<file path="config.mk">
export PLATFORM = sky130hd
export DESIGN_NAME = parse_sequencer_flat
export DESIGN_NICKNAME = d
export VERILOG_FILES = /design/src/rtl/parse_sequencer_pkg.sv /design/src/rtl/parse_sequencer_if.sv /design/src/rtl/parse_sequencer_reader_mux.sv /design/src/rtl/parse_sequencer.sv /design/src/flat_wrapper.sv
export SDC_FILE = /design/constraint.sdc
export NUM_CORES = 1
export LEC_CHECK = 0
export CORE_AREA = 2 2 74 48
export DETAILED_ROUTE_END_ITERATION = 10
export DIE_AREA = 0 0 76 50
export PLACE_DENSITY = 0.78
export SETUP_SLACK_MARGIN = 0.1
export SLEW_MARGIN = 25
export SYNTH_ARGS = -nofsm -noshare
export SYNTH_HDL_FRONTEND = slang
export SYNTH_SLANG_ARGS = --single-unit
</file>
<file path="constraint.sdc">
create_clock -name clk -period 2.6 [get_ports clk]
set_input_delay 0.52 -clock clk [delete_from_list [all_inputs] [get_ports clk]]
set_output_delay 0.52 -clock clk [all_outputs]
set_load 0.01 [all_outputs]
</file>
<file path="src/rtl/parse_sequencer_pkg.sv">
`default_nettype none
// ============================================================================
//  Package     : Parser_PKG
//  Description : Shared defaults and helpers for the parse sequencer slice.
//  Revision    : 1.0 - initial release
// ============================================================================
package Parser_PKG;

  localparam int PARSER_NUM_SUB        = 4;
  localparam int PARSER_TIMEOUT_CYCLES = 1024;

  // Index width that stays legal (at least one bit) for a single entry.
  function automatic int idx_width(input int n);
    return (n > 1) ? $clog2(n) : 1;
  endfunction

endpackage
`default_nettype wire

</file>
<file path="src/rtl/parse_sequencer_if.sv">
`default_nettype none
// ============================================================================
//  Interface   : parse_sequencer_if
//  Description : Subparser handshake bus plus the shared character reader
//                port. The master side is the sequencer.
//  Revision    : 1.0 - initial release
// ============================================================================
interface parse_sequencer_if
  import Parser_PKG::*;
#(
  parameter int NUM_SUB = PARSER_NUM_SUB
);

  logic [NUM_SUB-1:0] sub_trigger;
  logic [NUM_SUB-1:0] sub_rdy;
  logic [NUM_SUB-1:0] sub_success;
  logic [NUM_SUB-1:0] sub_rd_trigger;
  logic [NUM_SUB-1:0] sub_rd_rdy;
  logic [NUM_SUB-1:0] sub_rd_done;
  logic               rd_trigger;
  logic               rd_rdy;
  logic               rd_done;
  logic               is_empty;

  modport master (
    output sub_trigger, sub_rd_rdy, sub_rd_done, rd_trigger,
    input  sub_rdy, sub_success, sub_rd_trigger, rd_rdy, rd_done, is_empty
  );

  modport slave (
    input  sub_trigger, sub_rd_rdy, sub_rd_done, rd_trigger,
    output sub_rdy, sub_success, sub_rd_trigger, rd_rdy, rd_done, is_empty
  );

endinterface
`default_nettype wire

</file>
<file path="src/rtl/parse_sequencer_reader_mux.sv">
`default_nettype none
// ============================================================================
//  Module      : ReaderMux
//  Description : Routes the single shared character reader to the subparser
//                currently holding the grant; everyone else sees it idle.
//  Revision    : 1.0 - initial release
// ============================================================================
module ReaderMux
  import Parser_PKG::*;
#(
  parameter  int NUM_SUB = PARSER_NUM_SUB,
  localparam int IDX_W   = idx_width(NUM_SUB)
)(
  input  logic               grant_valid,
  input  logic [IDX_W-1:0]   grant_idx,
  input  logic [NUM_SUB-1:0] sub_rd_trigger,
  input  logic               rd_rdy,
  input  logic               rd_done,
  output logic               rd_trigger,
  output logic [NUM_SUB-1:0] sub_rd_rdy,
  output logic [NUM_SUB-1:0] sub_rd_done
);

  // Zero-latency routing: only the granted lane is connected.
  always_comb begin
    rd_trigger  = 1'b0;
    sub_rd_rdy  = '0;
    sub_rd_done = '0;
    if (grant_valid) begin
      rd_trigger             = sub_rd_trigger[grant_idx];
      sub_rd_rdy[grant_idx]  = rd_rdy;
      sub_rd_done[grant_idx] = rd_done;
    end
  end

endmodule
`default_nettype wire

</file>
<file path="src/rtl/parse_sequencer.sv">
`default_nettype none
// ============================================================================
//  Module      : parse_sequencer
//  Description : Runs NUM_SUB subparsers one after another, aborting on the
//                first failure, on end of input, or when a subparser stays
//                busy past the watchdog limit.
//  Revision    : 1.0 - initial release
// ============================================================================
module parse_sequencer
  import Parser_PKG::*;
#(
  parameter  int NUM_SUB        = PARSER_NUM_SUB,
  parameter  int TIMEOUT_CYCLES = PARSER_TIMEOUT_CYCLES,
  localparam int IDX_W          = idx_width(NUM_SUB),
  localparam int WD_W           = idx_width(TIMEOUT_CYCLES)
)(
  input  logic             clk,
  input  logic             reset,
  input  logic             clk_en,
  input  logic             trigger,
  output logic             rdy,
  output logic             done,
  output logic             success,
  output logic [IDX_W-1:0] fail_idx,
  output logic             timeout,
  parse_sequencer_if.master bus
);

  typedef enum logic [2:0] {
    IDLE        = 3'd0,
    SUB_TRIGGER = 3'd1,
    SUB_WAIT    = 3'd2,
    SUB_CHECK   = 3'd3,
    ABORT       = 3'd4,
    DONE        = 3'd5
  } state_t;

  localparam logic [IDX_W-1:0] IDX_LAST = IDX_W'(NUM_SUB - 1);
  localparam logic [WD_W-1:0]  WD_LAST  = WD_W'(TIMEOUT_CYCLES - 1);

  state_t             state, state_nxt;
  logic [IDX_W-1:0]   idx, idx_nxt;
  logic [WD_W-1:0]    wd_cnt, wd_nxt;
  logic               success_nxt, timeout_nxt;
  logic [IDX_W-1:0]   fail_idx_nxt;
  logic [NUM_SUB-1:0] sub_trig;
  logic               grant_valid;

  // State and result registers; clk_en freezes everything, reset overrides it.
  always_ff @(posedge clk) begin
    if (reset) begin
      state    <= IDLE;
      idx      <= '0;
      wd_cnt   <= '0;
      success  <= 1'b0;
      timeout  <= 1'b0;
      fail_idx <= '0;
    end else if (clk_en) begin
      state    <= state_nxt;
      idx      <= idx_nxt;
      wd_cnt   <= wd_nxt;
      success  <= success_nxt;
      timeout  <= timeout_nxt;
      fail_idx <= fail_idx_nxt;
    end
  end

  // Next-state, watchdog and status logic plus the Moore-style outputs.
  always_comb begin
    state_nxt    = state;
    idx_nxt      = idx;
    wd_nxt       = wd_cnt;
    success_nxt  = success;
    timeout_nxt  = timeout;
    fail_idx_nxt = fail_idx;
    rdy          = 1'b0;
    done         = 1'b0;
    sub_trig     = '0;
    grant_valid  = 1'b0;
    case (state)
      IDLE: begin
        rdy  = 1'b1;
        done = 1'b1;
        if (trigger && bus.rd_rdy && !bus.is_empty) begin
          state_nxt    = SUB_TRIGGER;
          idx_nxt      = '0;
          wd_nxt       = '0;
          success_nxt  = 1'b0;
          timeout_nxt  = 1'b0;
          fail_idx_nxt = '0;
        end
      end
      SUB_TRIGGER: begin
        sub_trig[idx] = 1'b1;
        grant_valid   = 1'b1;
        if (wd_cnt == WD_LAST) begin
          timeout_nxt  = 1'b1;
          fail_idx_nxt = idx;
          state_nxt    = ABORT;
        end else begin
          wd_nxt = wd_cnt + 1'b1;
          if (!bus.sub_rdy[idx]) state_nxt = SUB_WAIT;
        end
      end
      SUB_WAIT: begin
        grant_valid = 1'b1;
        if (wd_cnt == WD_LAST) begin
          timeout_nxt  = 1'b1;
          fail_idx_nxt = idx;
          state_nxt    = ABORT;
        end else begin
          wd_nxt = wd_cnt + 1'b1;
          // A subparser returning to ready marks its completion.
          if (bus.sub_rdy[idx]) state_nxt = SUB_CHECK;
        end
      end
      SUB_CHECK: begin
        grant_valid = 1'b1;
        if (!bus.sub_success[idx]) begin
          fail_idx_nxt = idx;
          state_nxt    = ABORT;
        end else if (idx == IDX_LAST) begin
          success_nxt = 1'b1;
          state_nxt   = DONE;
        end else if (bus.is_empty) begin
          // Input ran out before the next subparser could start.
          fail_idx_nxt = idx + 1'b1;
          state_nxt    = ABORT;
        end else begin
          idx_nxt   = idx + 1'b1;
          wd_nxt    = '0;
          state_nxt = SUB_TRIGGER;
        end
      end
      ABORT: begin
        success_nxt = 1'b0;
        state_nxt   = DONE;
      end
      DONE: begin
        done      = 1'b1;
        state_nxt = IDLE;
      end
      default: state_nxt = IDLE;
    endcase
  end

  assign bus.sub_trigger = sub_trig;

  ReaderMux #(
    .NUM_SUB (NUM_SUB)
  ) u_reader_mux (
    .grant_valid    (grant_valid),
    .grant_idx      (idx),
    .sub_rd_trigger (bus.sub_rd_trigger),
    .rd_rdy         (bus.rd_rdy),
    .rd_done        (bus.rd_done),
    .rd_trigger     (bus.rd_trigger),
    .sub_rd_rdy     (bus.sub_rd_rdy),
    .sub_rd_done    (bus.sub_rd_done)
  );

endmodule
`default_nettype wire

</file>
<file path="src/flat_wrapper.sv">
// flat-port wrapper written by rule: the top's interface ports become plain ports
module parse_sequencer_flat import Parser_PKG::*;
#(
  parameter  int NUM_SUB        = PARSER_NUM_SUB,
  parameter  int TIMEOUT_CYCLES = PARSER_TIMEOUT_CYCLES,
  localparam int IDX_W          = idx_width(NUM_SUB),
  localparam int WD_W           = idx_width(TIMEOUT_CYCLES)
)
  (clk, reset, clk_en, trigger, rdy, done, success, fail_idx, timeout, bus_sub_trigger, bus_sub_rd_rdy, bus_sub_rd_done, bus_rd_trigger, bus_sub_rdy, bus_sub_success, bus_sub_rd_trigger, bus_rd_rdy, bus_rd_done, bus_is_empty);
  parse_sequencer_if #(.NUM_SUB(NUM_SUB)) bus_i ();
  input  logic clk;
  input  logic reset;
  input  logic clk_en;
  input  logic trigger;
  output logic rdy;
  output logic done;
  output logic success;
  output logic [IDX_W-1:0] fail_idx;
  output logic timeout;
  output wire logic [$bits(bus_i.sub_trigger)-1:0] bus_sub_trigger;
  output wire logic [$bits(bus_i.sub_rd_rdy)-1:0] bus_sub_rd_rdy;
  output wire logic [$bits(bus_i.sub_rd_done)-1:0] bus_sub_rd_done;
  output wire logic [$bits(bus_i.rd_trigger)-1:0] bus_rd_trigger;
  input wire logic [$bits(bus_i.sub_rdy)-1:0] bus_sub_rdy;
  input wire logic [$bits(bus_i.sub_success)-1:0] bus_sub_success;
  input wire logic [$bits(bus_i.sub_rd_trigger)-1:0] bus_sub_rd_trigger;
  input wire logic [$bits(bus_i.rd_rdy)-1:0] bus_rd_rdy;
  input wire logic [$bits(bus_i.rd_done)-1:0] bus_rd_done;
  input wire logic [$bits(bus_i.is_empty)-1:0] bus_is_empty;
  assign bus_sub_trigger = bus_i.sub_trigger;
  assign bus_sub_rd_rdy = bus_i.sub_rd_rdy;
  assign bus_sub_rd_done = bus_i.sub_rd_done;
  assign bus_rd_trigger = bus_i.rd_trigger;
  assign bus_i.sub_rdy = bus_sub_rdy;
  assign bus_i.sub_success = bus_sub_success;
  assign bus_i.sub_rd_trigger = bus_sub_rd_trigger;
  assign bus_i.rd_rdy = bus_rd_rdy;
  assign bus_i.rd_done = bus_rd_done;
  assign bus_i.is_empty = bus_is_empty;
  parse_sequencer #(.NUM_SUB(NUM_SUB), .TIMEOUT_CYCLES(TIMEOUT_CYCLES)) u_core (.clk(clk), .reset(reset), .clk_en(clk_en), .trigger(trigger), .rdy(rdy), .done(done), .success(success), .fail_idx(fail_idx), .timeout(timeout), .bus(bus_i));
endmodule
</file>
# Yosys cells after proc, flatten, opt, wreduce, memory -nomap -nowiden
# Cells that the tools add are included.
# W data, S select, Z words.
dict set report totals {
  latchBits 0
  out_inout_bits 19
  register_bits 19
  n_memories 0
  rom_bits 0
  in_bits 19
  ramBits 0
}
dict set report classes {
  mul 0
  eq_ne 18
  order_cmp 2
  shifts 0
  reduce_logical 18
  addsub 2
  n_div 0
  n_bitwise 2
  n_mux 46
}
# operator n
set ops {}
lappend ops {{$mux W10} 5}
lappend ops {{$pmux W10 S3} 1}
lappend ops {{$mux W3} 8}
lappend ops {{$mux W2} 8}
lappend ops {{$pmux W3 S5} 1}
lappend ops {{$mux W1} 12}
lappend ops {{$mux W4} 3}
lappend ops {{$reduce_and A6 Y1} 2}
lappend ops {{$add A10 B1 Y10 const B} 1}
lappend ops {{$eq A10 B10 Y1 const B} 1}
lappend ops {{$and A4 B4 Y4} 2}
lappend ops {{$ne A2 B1 Y1 const B} 4}
lappend ops {{$reduce_and A4 Y1} 2}
lappend ops {{$reduce_and A7 Y1} 1}
lappend ops {{$bmux W1 S2} 3}
lappend ops {{$eq A3 B2 Y1 const B} 2}
lappend ops {{$eq A3 B3 Y1 const B} 2}
lappend ops {{$ne A2 B2 Y1 const B} 3}
lappend ops {{$ne A3 B3 Y1 const B} 2}
lappend ops {{$pmux W2 S3} 1}
lappend ops {{$reduce_bool A3 Y1} 2}
lappend ops {{$reduce_and A5 Y1} 1}
lappend ops {{$pmux W2 S2} 1}
lappend ops {{$reduce_bool A2 Y1} 2}
lappend ops {{15 further kinds} 18}

# Longest topological paths before layout
# Gate-level depths: netlist (run 1).
dict set report depth {
  ltp_word 6
  mapped_depth 8
  depth_no_buf 7
}

# Cells and area by module
# Synthesis (run 1) repeated with hierarchy kept, for this count alone.
dict set report unflattened {
  cells_unflattened 176
  hier_area_um2 1415.1
}
# module area_per_inst_um2 cells_per_inst n_inst seq_area_each_um2
set by_module_without_submodules {}
lappend by_module_without_submodules {parse_sequencer 1328.8 161 1 380.4}
lappend by_module_without_submodules {ReaderMux 86.3 15 1 0.0}

# Least setup slack after synthesis (run 1)
# OpenSTA, ideal clock, no wires.
dict set report synth_path {
  path_kind {reg2reg}
  start {reg u_core.idx[0]}
  end {reg u_core.state[0]}
  n_path_buf 1
  slack_ps 684
  synth_period_minus_slack_ps 1916
  arrival_time_ps 1799
  stages_incl_launch_ff 7
  cell_sequence {dfxtp_1 buf_6 mux4_2 or3b_4 a21oi_2 a2111oi_2 a32o_1}
}
dict set report synth_via {
  elab_chain_cells 4
}
# item line
set synth_lines {}
lappend synth_lines {{from (decl)} parse_sequencer.sv:42} ;# logic [IDX_W-1:0] idx, idx_nxt;
lappend synth_lines {{from (signal assigned)} parse_sequencer.sv:60} ;# idx <= idx_nxt;
lappend synth_lines {{$bmux W1 S2 (tied with other cells)} parse_sequencer.sv:119} ;# if (!bus.sub_success[idx]) begin
lappend synth_lines {{$mux W1 (implied by the code) (tied with other cells)} parse_sequencer.sv:119}
lappend synth_lines {{$mux W3 (tied with other cells)} parse_sequencer.sv:119}
lappend synth_lines {{$pmux W3 S5 or $reduce_and A4 Y1 (tied branches)} -}
lappend synth_lines {{to (signal assigned)} parse_sequencer.sv:59} ;# state <= state_nxt;
lappend synth_lines {{to (decl)} parse_sequencer.sv:41} ;# state_t state, state_nxt;
# Parallel ways exist; a longest one is shown, timed or not. The select of a mux whose other input is x is not followed.
# A chain may end at the register's enable or synchronous reset.

# Final worst setup path (run 1)
dict set report layout_path {
  start {in bus_rd_rdy}
  end {out bus_sub_rd_rdy[1]}
}
dict set report layout_via {
  elab_chain_cells 2
}
# item line
set layout_lines {}
lappend layout_lines {{from (decl)} flat_wrapper.sv:27} ;# input wire logic [$bits(bus_i.rd_rdy)-1:0] bus_rd_rdy;
lappend layout_lines {{$and A4 B4 Y4 (no line)} -}
lappend layout_lines {{$mux W4} parse_sequencer_reader_mux.sv:29} ;# if (grant_valid) begin
lappend layout_lines {{to (decl)} flat_wrapper.sv:21} ;# output wire logic [$bits(bus_i.sub_rd_rdy)-1:0] bus_sub_rd_rdy;
# No other way between the ends.

==> flow_summary.yaml, run 1 <==
run_status:
  outcome: "completed"
cts:
  cts-root-buf: "clkbuf_8"
  clockBufferDepth: 2
  path_clk_slew_ns: 0.08
  cts_tree: "yes"
  cts_buffers: 3
  post_cts_buffers: 0
  htree_levels: 1
  clkLatencyLatePin_ns: 0.26
  cts.sinks: 19
placed_design:
  port_buffers: 37
  pre_cts_slack_ns: 0.0337
  hpwl_mm: 3.00
  gp_congestion: 0.862
floorplan:
  dieArea_um2: 3800
  row_count: 16
  die_x_um: 76
  core_area_um2: 3100
  initial_utilization_pct: 47.4
  pin_count: 38
  fp.dieH_um: 50
routing:
  firstDrtPassIters: 4
  vias: 1550
  drt_iter0_markers: 162
  wirelength_mm: 3.95
  drtAntennaViolNets: 0
  viasPerCell: 5.92
  wl_per_cell_um: 15.1
  drc: 0
setup_path:
  start_kind: "input port"
  required_ns: 2.08
  slowest_delay_ns: 0.56
  cp_max_fo: 4
  worst_path_max_delay_cell: "clkdlybuf4s50_1"
  end_kind: "output port"
  critPathArrivalTime_ns: 1.95
  path_class: "input port to output port"
  path_cells: "clkdlybuf4s50_1, nor3b_4, and2_1, clkdlybuf4s50_1"
  cp_common_cell: "clkdlybuf4s50_1"
layout:
  drive_gt1_share_pct: 11.5
  antenna_cells: 0
  nets: 242
  synthToLayoutAreaGrowth_pct: 31.4
timing:
  min_period_ns: 2.47
  period_share_pct: 95.2
  worst_pin_slew_ns: 0.713
  final_hold_viol_count: 0
  tns_ns: 0
  final.setup_skew_ns: 0.0109
  max_clock_freq_mhz: 404
  finalMaxSlewViolations: 0
  final-setup-viol-count: 0
  max_slew_margin_pct: 52.3
  finalWorstSetupSlack_ns: 0.126
  rsz0062_at_grt: "false"
flow_run:
  drv_cap: 0
global_route:
  antenna_found_initial: 0
  grt_pass1_wl_mm: 6.80
  grt_start_max_net_pins: 14
  grt-ovfl-total: 0
  first_global_vias: 1429
  grtUsageTotal_pct: 22.1
synthesis:
  syn-num-nets: 202
  ys_top_cells_by_count: "19 x dfxtp_1, 18 x nor2_1, 11 x nand2_1"
  yosysMostFrequentCell: "dfxtp_1"
  syn_area_per_cell_um2: 8.27
  synth_top_area_cell: "dfxtp_1"
  syn_inst: 178
  syn_area_um2: 1470
  yosysWarnings: 0
  yosys_register_bits: 19
  synth_edf_count: 0
  synth_seq_area_share_pct: 25.9
  synthFlopType: "dfxtp_1"
  synth_top_area_share_pct: 25.9
  synth_cell_types: 54
  async_flop_share_pct: 0
  yosys-top-cells-area: "dfxtp_1 26%, nor2_1 4.6%, ha_1 4.3%, mux2i_1 4.1%, and2_1 3.8%"
pwr:
  power_density_nw_per_um2: 387
  peakVddDrop_mv: 0.338
  leakage_nw: 0.698
worst_hold_path:
  min_path_type: "register to register"
sequential cells by signal, summed over array words and instances (netlist names):
| register | count |
|---|---|
| u_core.state | 3 |
| u_core.fail_idx | 2 |
| u_core.wd_cnt | 10 |
| u_core.timeout | 1 |
| u_core.idx | 2 |
| u_core.success | 1 |
kinds of logic after synthesis:
logic type,count (synthesis),synth area share (%)
AND/OR/NAND/NOR,79,28.7
AO/OA/AOI/OAI,44,21.9
flip-flops,19,25.9
buffers and inverters,18,7.74
multiplexers,10,9.69
adder cells (fa/ha/maj),5,4.25
XOR/XNOR,3,1.79
placed cells by master (no fill, tap or decap), types with 2 or more instances in the layout:
| cell type | instances |
|---|---|
| inv_1 | 9 |
| a2111oi_2 | 2 |
| a211oi_1 | 3 |
| nor2_1 | 18 |
| o21ai_0 | 8 |
| clkbuf_8 | 3 |
| clkdlybuf4s50_1 | 36 |
| nand3_1 | 7 |
| nand4_1 | 2 |
| or2_2 | 2 |
| and3b_1 | 2 |
| buf_4 | 7 |
| and2_1 | 9 |
| nor3_1 | 9 |
| a21oi_1 | 9 |
| dfxtp_1 | 19 |
| and3_1 | 7 |
| mux2i_1 | 6 |
| a21oi_2 | 2 |
| xnor2_1 | 2 |
| a311oi_1 | 2 |
| nand2b_1 | 3 |
| nand2_1 | 11 |
| mux4_2 | 2 |
| ha_1 | 4 |
per-layer routing:
layer	part of all wire, %	up-vias	global-route usage [%]
li1	-	737	-
met1	49	739	33.0
met2	43	72	33.2
met3	7.8	2	5.31
met4	0.28	0	2.73
met5	0	-	0
worst paths after layout:
| kind | start | end | cells after the start | slack [ns] |
|---|---|---|---|---|
| worst max register to register | u_core.idx[0] | u_core.state[0] | 6 | 0.48 |
| worst min-delay path | u_core.wd_cnt[9] | u_core.wd_cnt[9] | 1 | 0.47 |
| worst max-delay path | bus_rd_rdy | bus_sub_rd_rdy[1] | 4 | 0.13 |
| worst min register to register | u_core.wd_cnt[9] | u_core.wd_cnt[9] | 1 | 0.47 |
timing repair:
action                                  in CTS  in global routing
hold buffers                                 0                  0
endpoints found under the setup margin       9                  3
gates resized for setup                      3                  2
cloned                                       0                  0
layout make-up:
cell class,count,area (µm²)
Clock buffer,4,45.0
Tap cell,45,56.3
Multi-Input combinational cell,141,996
Fill cell,275,1170
Sequential cell,19,380
Timing Repair Buffer,44,422
Inverter,9,33.8
stage by stage:
step	util (%)	std cells	power [mW]	hold slack (ns)	instance area (µm²)
after global placement	60.3	258	0.531	0.436	1870
after global routing	62.3	262	0.786	0.506	1930
after detailed placement	60.3	258	0.535	0.450	1870
after floorplan	-	178	0.450	0.422	1470
final	62.3	262	0.747	0.469	1930
after CTS	62.0	262	0.745	0.465	1920
critical path, delay by kind of cell:
| family | cells | cell delay, ns |
|---|---|---|
| AND/OR/NAND/NOR | 2 | 0.39 |
| buffers and inverters | 2 | 1.04 |
report_power, final:
part / leakage (nW) / switching [mW] / internal [mW]
registers: 0.153 / 0.00730 / 0.299
clock network: 0.0228 / 0.102 / 0.109
logic: 0.522 / 0.122 / 0.108
No activity file was read; power rests on OpenSTA's default activity.
==> run 2: changes to the inputs <==
MAX_ROUTING_LAYER = met4   (was not set)
SETUP_SLACK_MARGIN = 0.3   (was 0.1)
==> flow_summary.yaml, run 2 (synthesized netlist as in run 1, its figures left out) <==
floorplan:
  initial_utilization_pct: 47.4
  fp.dieH_um: 50
  row_count: 16
  core_area_um2: 3100
  die_x_um: 76
  pin_count: 38
  dieArea_um2: 3800
timing:
  tns_ns: 0
  final-setup-viol-count: 0
  final_hold_viol_count: 0
  max_clock_freq_mhz: 448
  holdWs_ns: 0.462
  min_period_ns: 2.23
  final.setup_skew_ns: 0.00947
  finalMaxSlewViolations: 0
  rsz0062_at_grt: "true"
  max_slew_margin_pct: 48.8
  worst_pin_slew_ns: 0.764
  period_share_pct: 85.8
global_route:
  grt-ovfl-total: 0
  grt_start_max_net_pins: 14
  grtUsageTotal_pct: 22.7
  grt_pass1_wl_mm: 6.76
  antenna_found_initial: 0
  first_global_vias: 1353
routing:
  wirelength_mm: 4.09
  drc: 0
  drtAntennaViolNets: 0
  firstDrtPassIters: 5
  vias: 1510
  viasPerCell: 5.74
  wl_per_cell_um: 15.5
  drt_iter0_markers: 169
layout:
  nets: 243
  final_cell_mix: "25 x clkdlybuf4s50_1, 18 x nor2_1, 15 x dfxtp_1, 11 x nand2_1"
  top_regs: "u_core.wd_cnt (10), u_core.state (3)"
  synthToLayoutAreaGrowth_pct: 34.1
  drive_gt1_share_pct: 15.1
  largest_reg_flops: 10
  layout_commonest_cell: "clkdlybuf4s50_1"
  antenna_cells: 0
  final.fill_count: 257
  regMostFlops: "u_core.wd_cnt"
cts:
  cts.sinks: 19
  cts-root-buf: "clkbuf_8"
  cts_tree: "yes"
  cts_buffers: 3
  htree_levels: 1
  clockBufferDepth: 2
  path_clk_slew_ns: 0.08
  clkLatencyLatePin_ns: 0.27
setup_path:
  crit_buf_inv: 2
  cp_top_family: "buffers and inverters"
  start_kind: "input port"
  path_cells: "clkdlybuf4s50_1, mux4_1, nor3b_1, clkbuf_2"
  worst_path_max_delay_cell: "mux4_1"
  path_class: "input port to output port"
  critPathArrivalTime_ns: 1.71
  end_kind: "output port"
  slowest_delay_ns: 0.49
  required_ns: 2.08
  cp_max_fo: 1
placed_design:
  port_buffers: 37
  gp_congestion: 0.878
  hpwl_mm: 3.09
pwr:
  peakVddDrop_mv: 0.348
  leakage_nw: 0.830
  power_density_nw_per_um2: 382
flow_run:
  drv_cap: 0
worst_hold_path:
  min_path_type: "register to register"
run_status:
  outcome: "completed"
-- run 2: area by class of cell --
class / count / area [µm²] / area share [%]
multi-input combinational: 141 / 1010 / 51.4
timing repair buffer: 45 / 438 / 22.2
sequential: 19 / 385 / 19.5
tap: 45 / 56.3 / 2.85
clock buffer: 4 / 45.0 / 2.28
inverter: 9 / 33.8 / 1.71
-- run 2: per-layer routing --
| metal | vias to the layer above | track usage, % | part of all wire [%] |
|---|---|---|---|
| li1 | 742 | - | - |
| met1 | 693 | 34.3 | 49 |
| met2 | 71 | 32.0 | 43 |
| met3 | 4 | 4.21 | 7.7 |
| met4 | 0 | 2.73 | 0.47 |
| met5 | - | - | 0 |
-- run 2: worst paths after layout --
check	from	to	slack, ns	depth (start not counted)
setup / recovery	bus_sub_rd_trigger[1]	bus_rd_trigger	0.37	4
setup reg to reg	u_core.idx[0]	u_core.state[0]	0.55	6
hold reg to reg	u_core.wd_cnt[9]	u_core.wd_cnt[9]	0.46	1
hold / removal	u_core.wd_cnt[9]	u_core.wd_cnt[9]	0.46	1
-- run 2: timing repair --
action                                  in CTS  in global routing
setup buffers                                0                  1
hold buffers                                 0                  0
endpoints found under the setup margin      13                  9
gates resized for setup                     15                 12
-- run 2: through the flow --
step           area (µm²)  util [%]  power, mW  setup slack (ns)  std cells
2_1_floorplan        1470         -      0.450             0.684        178
3_3_place_gp         1870      60.3      0.531            0.0445        258
3_5_place_dp         1870      60.3      0.537            0.0223        258
4_1_cts              1940      62.6      0.745             0.204        262
5_1_grt              1970      63.6      0.790             0.298        263
6_report             1970      63.6      0.754             0.369        263
-- run 2: power by group --
part | internal, mW | switching, mW | total (mW)
combinational | 0.106 | 0.125 | 0.231
clock | 0.109 | 0.107 | 0.216
sequential | 0.300 | 0.00740 | 0.307
total | 0.515 | 0.239 | 0.754
